<file path="src/rtl/seg7_scan_driver.sv">
// seg7_scan_driver
//   Time-multiplexed scan controller for an 8-digit seven-segment display.
//   A 32-bit display word is accepted over valid/ready into a shadow
//   register. It is copied to the live display register only on a frame
//   boundary, so a frame never mixes nibbles from two words. Each digit
//   slot starts with an anode-off guard interval to suppress ghosting.
//
//   Optional feature macro: SEG7_LEADING_ZERO_BLANK_EN
//     When defined, slots above the most significant nonzero nibble stay
//     dark for the whole slot. Slot 0 is always shown.
//
// Parameters
//   REFRESH_DIV   clock cycles per digit slot (>= 2)
//   BLANK_CYCLES  guard cycles with anodes off at slot start (< REFRESH_DIV)
//   DIGITS        active digit slots (1..8)
//
// Ports
//   clk         system clock
//   rst         synchronous active-high reset
//   load_valid  load_data is valid
//   load_ready  block can accept a new word
//   load_data   display word; nibble k is shown on digit k
//   digit       nibble to the decoder (digit[3] -> decoder input a)
//   sel         digit index to the decoder (sel[2] -> s1)
//   an_en       1 = anode may light, 0 = all anodes forced off
//   frame_done  one-cycle pulse in the first cycle of slot 0

module seg7_scan_driver #(
    parameter int REFRESH_DIV  = 100000,
    parameter int BLANK_CYCLES = 1000,
    parameter int DIGITS       = 8
) (
    input  logic        clk,
    input  logic        rst,
    input  logic        load_valid,
    output logic        load_ready,
    input  logic [31:0] load_data,
    output logic [3:0]  digit,
    output logic [2:0]  sel,
    output logic        an_en,
    output logic        frame_done
);

    localparam int            CW        = (REFRESH_DIV > 2) ? $clog2(REFRESH_DIV) : 1;
    localparam logic [CW-1:0] CNT_LAST  = CW'(REFRESH_DIV - 1);
    localparam logic [CW-1:0] BLANK_END = CW'(BLANK_CYCLES);
    localparam logic [2:0]    IDX_LAST  = 3'(DIGITS - 1);

    typedef enum logic {ST_BLANK, ST_SHOW} state_t;

    logic [CW-1:0] cnt, cnt_nxt;
    logic [2:0]    idx, idx_nxt;
    logic [31:0]   disp, disp_nxt;
    logic [31:0]   shadow;
    logic          pending, pending_nxt;
    logic          slot_end, frame_end, accept;
    logic          lit, lit_nxt;
    state_t        state, state_nxt;

    always_comb begin
        slot_end  = (cnt == CNT_LAST);
        frame_end = slot_end && (idx == IDX_LAST);
        accept    = load_valid && load_ready;

        cnt_nxt = slot_end ? '0 : cnt + CW'(1);

        idx_nxt = idx;
        if (slot_end)
            idx_nxt = frame_end ? 3'd0 : idx + 3'd1;

        // The shadow word only moves to the display on a frame boundary.
        // A word accepted on that same edge stays pending for a full frame.
        disp_nxt    = disp;
        pending_nxt = pending;
        if (frame_end && pending) begin
            disp_nxt    = shadow;
            pending_nxt = 1'b0;
        end else if (accept) begin
            pending_nxt = 1'b1;
        end

        state_nxt = (cnt_nxt < BLANK_END) ? ST_BLANK : ST_SHOW;
    end

`ifdef SEG7_LEADING_ZERO_BLANK_EN
    // Highest nonzero displayed nibble of the word that will be live next
    // cycle; slot 0 is lit even for an all-zero word.
    logic [2:0] msd;
    always_comb begin
        msd = 3'd0;
        for (int k = 0; k < DIGITS; k++)
            if (disp_nxt[4*k +: 4] != 4'd0)
                msd = 3'(k);
        lit_nxt = (idx_nxt <= msd);
    end
`else
    always_comb lit_nxt = 1'b1;
`endif

    always_ff @(posedge clk) begin
        if (rst) begin
            cnt        <= '0;
            idx        <= '0;
            disp       <= '0;
            shadow     <= '0;
            pending    <= 1'b0;
            state      <= ST_BLANK;
            lit        <= 1'b0;
            frame_done <= 1'b0;
            load_ready <= 1'b0;
        end else begin
            cnt        <= cnt_nxt;
            idx        <= idx_nxt;
            disp       <= disp_nxt;
            pending    <= pending_nxt;
            state      <= state_nxt;
            lit        <= lit_nxt;
            frame_done <= frame_end;
            // Registered copy of ~pending keeps rst off the output path.
            load_ready <= ~pending_nxt;
            if (accept)
                shadow <= load_data;
        end
    end

    // Pure decodes of flops.
    assign sel   = idx;
    assign digit = disp[{idx, 2'b00} +: 4];
    assign an_en = (state == ST_SHOW) && lit;

endmodule

</file>
<file path="config.mk">
export PLATFORM = sky130hd
export DESIGN_NAME = seg7_scan_driver
export DESIGN_NICKNAME = d
export VERILOG_FILES = /design/src/rtl/seg7_scan_driver.sv
export SDC_FILE = /design/constraint.sdc
export NUM_CORES = 1
export LEC_CHECK = 0
export CORE_MARGIN = 10
export CORE_UTILIZATION = 30
export DETAILED_ROUTE_END_ITERATION = 6
export PLACE_DENSITY_LB_ADDON = 0.2
export SETUP_SLACK_MARGIN = 0.1
export SLEW_MARGIN = 20
export SYNTH_ARGS = -nofsm -noshare
export SYNTH_HDL_FRONTEND = slang
export SYNTH_SLANG_ARGS = --single-unit
</file>
<file path="constraint.sdc">
create_clock -name clk -period 2.4 [get_ports clk]
set_input_delay 0.72 -clock clk [delete_from_list [all_inputs] [get_ports clk]]
set_output_delay 0.72 -clock clk [all_outputs]
set_load 0.005 [all_outputs]
</file>
==> results.sh <==
export IMPL_outcome="complete, but fails checks"
export IMPL_violations="negative setup slack"
export IMPL_synthTopCellsByArea="dfxtp_1 46%, nand2_1 11%, a21oi_2 6.8%, a21oi_1 5.1%, nand2_2 4.9%"
export IMPL_firstDrtPassIters=4
export IMPL_path_cells="buf_12 -> mux4_2 -> mux2_4 -> buf_6"
export IMPL_num_rows=41
export IMPL_root_buffer="clkbuf_16"
export IMPL_crit_buf_inv=2
export IMPL_grt_pass1_vias=2994
export IMPL_clock_latency_ns=0.34
export IMPL_top_layer="met4"
export IMPL_syn_nets=474
export IMPL_die_h_um=133
export IMPL_cp_startpoint="sel[0]"
export IMPL_dp_hpwl_mm=6.50
export IMPL_wl_met1_mm=4.23
export IMPL_dpl_instance_area_um2=4480
export IMPL_syn_area_um2=3850
export IMPL_dpl_worst_slack_ns=-0.0893
export IMPL_die_area_um2=17800
export IMPL_switchingPower_w=0.000676
export IMPL_route_detailed_drc=0
export IMPL_final_area_um2=4820
export IMPL_power_density_nw_per_um2=646
export IMPL_cp_arrival_ns=1.75
export IMPL_avgSynthCellArea_um2=8.83
export IMPL_slew_viol_final=0
export IMPL_wl_met2_mm=4.26
export IMPL_worstPathRequired_ns=1.68
export IMPL_clkTransAtPathRegs_ns=0.06
export IMPL_final_cell_mix="113 x nand2_1, 87 x dfxtp_1, 39 x a21oi_1, 39 x clkdlybuf4s50_1"
export IMPL_antenna_cells=0
export IMPL_min_to="disp[18]"
export IMPL_gr_total_overflow=0
export IMPL_ys_ff_latch=89
export IMPL_endpoint_kind="primary output"
export IMPL_period_share_pct=103
export IMPL_clockPowerShare_pct=45.3
export IMPL_grt_max_degree=59
export IMPL_core_um2=12600
export IMPL_layout_commonest_cell="nand2_1"
export IMPL_synthArstFlopShare_pct=0
export IMPL_final_setup_tns_ns=-0.219
export IMPL_htree_num_levels=3
export IMPL_seqCellArea_um2=1780
export IMPL_clkSinkCount=89
export IMPL_antenna_found_initial=0
export IMPL_rrSetupSlack_ns=0.25
export IMPL_track_usage_pct=10.2
export IMPL_fin_skew_ns=0.00477
export IMPL_drt_initial_drc_count=166
export IMPL_routedWlPerCell_um=13.6
export IMPL_ant_nets=0
export IMPL_route_met3_wl_um=311
export IMPL_setup_viol=4
export IMPL_yosys_cell_types_count=43
export IMPL_die_w_um=133
export IMPL_hold_viol_final=0
export IMPL_ys_seq_area_share_pct=46.3
export IMPL_hold_start="shadow[18]"
export IMPL_min_period_ns=2.47
export IMPL_cts_buffer_depth=2
export IMPL_fmax_mhz=404
export IMPL_path_class="reg -> out"
export IMPL_crit_path_top_delay_cell="mux4_2"
export IMPL_start_kind="register"
export IMPL_p_sw_share_pct=21.7
export IMPL_synthFlopType="dfxtp_1"
export IMPL_wl_mm=8.94
export IMPL_r2r_cells=7
export IMPL_r2r_start="cnt[0]"
export IMPL_maxCapViolations=0
export IMPL_cts_buffers=9
export IMPL_relSlewSlack_pct=72.4
export IMPL_critical_path_max_fanout=8
export IMPL_multi_input_area_um2=1900
export IMPL_crit_family="multiplexers"
export IMPL_worst_slack_ns=-0.0736
export IMPL_drt_vias_per_instance=4.51
export IMPL_holdPathStages=2
export IMPL_tritoncts="done"
export IMPL_timing_hold_ws_ns=0.451
export IMPL_initial_core_util_pct=30.6
export IMPL_holdBufCountCts=0
export IMPL_ir_worst_vdd_mv=0.312
export IMPL_synth_top_area_share_pct=46.3
export IMPL_layout_drive_gt1_share_pct=24.4
export IMPL_yosysWarnings=0
export IMPL_worst_slew_pin_slew_ns=0.414
export IMPL_seqPwrFrac_pct=49.3
export IMPL_route_vias_total=2961
export IMPL_synth_largest_area_cell="dfxtp_1"
export IMPL_pwr_share_comb_pct=5.3
export IMPL_internal_power_w=0.00243
export IMPL_synth_edff_count=0
export IMPL_nets=517
export IMPL_grt_pass1_wl_mm=14.8
export IMPL_hold_class="reg -> reg"
export IMPL_slowest_delay_ns=0.50
export IMPL_port_buffers=44
export IMPL_area_delta_synth_final_pct=25.1
export IMPL_p_leak_nw=1.59
export IMPL_nFillCells=1281
export IMPL_num_io_pins=45
export IMPL_r2r_end="state"
export IMPL_gp_congestion=0.810
export IMPL_rsz0062_at_grt="true"
export IMPL_syn_instance_count=436
## how the worst max path moves through the flow
stage | depth (start not counted) | to
4_1_cts | 4 | digit[1]
3_3_place_gp | 4 | digit[1]
5_1_grt | 4 | digit[1]
3_5_place_dp | 4 | digit[1]
6_report | 4 | digit[1]
2_1_floorplan | 3 | digit[0]
## cells in the mapped netlist (2+ instances only)
| master | instances |
|---|---|
| a21oi_1 | 39 |
| a21oi_2 | 30 |
| and2_1 | 3 |
| and3_1 | 3 |
| buf_1 | 7 |
| buf_12 | 3 |
| buf_2 | 4 |
| clkbuf_1 | 12 |
| dfxtp_1 | 89 |
| ha_1 | 3 |
| inv_1 | 5 |
| mux2_2 | 4 |
| mux4_2 | 8 |
| nand2_1 | 113 |
| nand2_2 | 30 |
| nand3_1 | 5 |
| nand4_1 | 6 |
| nor2_1 | 29 |
| nor3_1 | 3 |
| nor3b_1 | 2 |
| o311ai_0 | 2 |
| or2_2 | 2 |
| xnor2_1 | 10 |
| xor2_1 | 5 |
## through the flow
stage	power, W	instances	utilization [%]
4_1_cts	0.00316	656	38.3
5_1_grt	0.00322	656	38.3
3_3_place_gp	0.00174	639	35.7
3_5_place_dp	0.00174	639	35.7
2_1_floorplan	0.00164	436	-
6_report	0.00311	656	38.3
## cell families (layout without fill, tap and decap cells)
family          after synthesis  in the layout  share of synthesized area [%]
mux                          12             12                           5.85
fa+ha+maj                     3              3                          0.975
xor+xnor                     15             15                           3.41
compound gates               77             77                           13.5
buf+inv                      33             81                           4.84
simple gates                207            207                           25.1
flops                        89             89                           46.3
## flip-flops by register name, summed over array words and instances (netlist names)
register,cells
state,1
load_ready,1
frame_done,1
disp,32
cnt,17
shadow,32
sel,3
lit,1
pending,1
## layout make-up
cell class / instances / area share, %
Timing Repair Buffer: 60 / 12.4
Multi-Input combinational cell: 314 / 39.5
Inverter: 5 / 0.390
Clock buffer: 12 / 5.12
Clock inverter: 4 / 1.07
Tap cell: 172 / 4.47
Sequential cell: 89 / 37.0
## timing repair
action | in CTS | in global routing
endpoints found under the setup margin | 5 | 5
buffers inserted | 1 | 0
gates resized for setup | 26 | 1
endpoints found under the hold margin | 0 | 0
## per-layer routing
layer	vias to the layer above	track usage [%]
li1	1533	-
met1	1381	12.3
met2	38	16.8
met3	9	2.89
met4	0	3.81
met5	-	0
## power by group through the flow
stage | clock [W] | sequential (W) | combinational [W]
after floorplan | 0 | 0.00156 | 0.0000818
after global placement | 0 | 0.00157 | 0.000168
after detailed placement | 0 | 0.00157 | 0.000170
after CTS | 0.00146 | 0.00153 | 0.000171
after global routing | 0.00150 | 0.00154 | 0.000186
final | 0.00141 | 0.00153 | 0.000166
## worst reg2reg max path, cell delays in order, from the launching register on
cell and delay [ns]:
dfxtp_1 0.40, ha_1 0.19, nand4_1 0.20, nor3_2 0.29, nor3b_1 0.25, xnor2_1 0.18, a41oi_1 0.17, a311o_1 0.35
No activity file was read; power rests on OpenSTA's default activity.
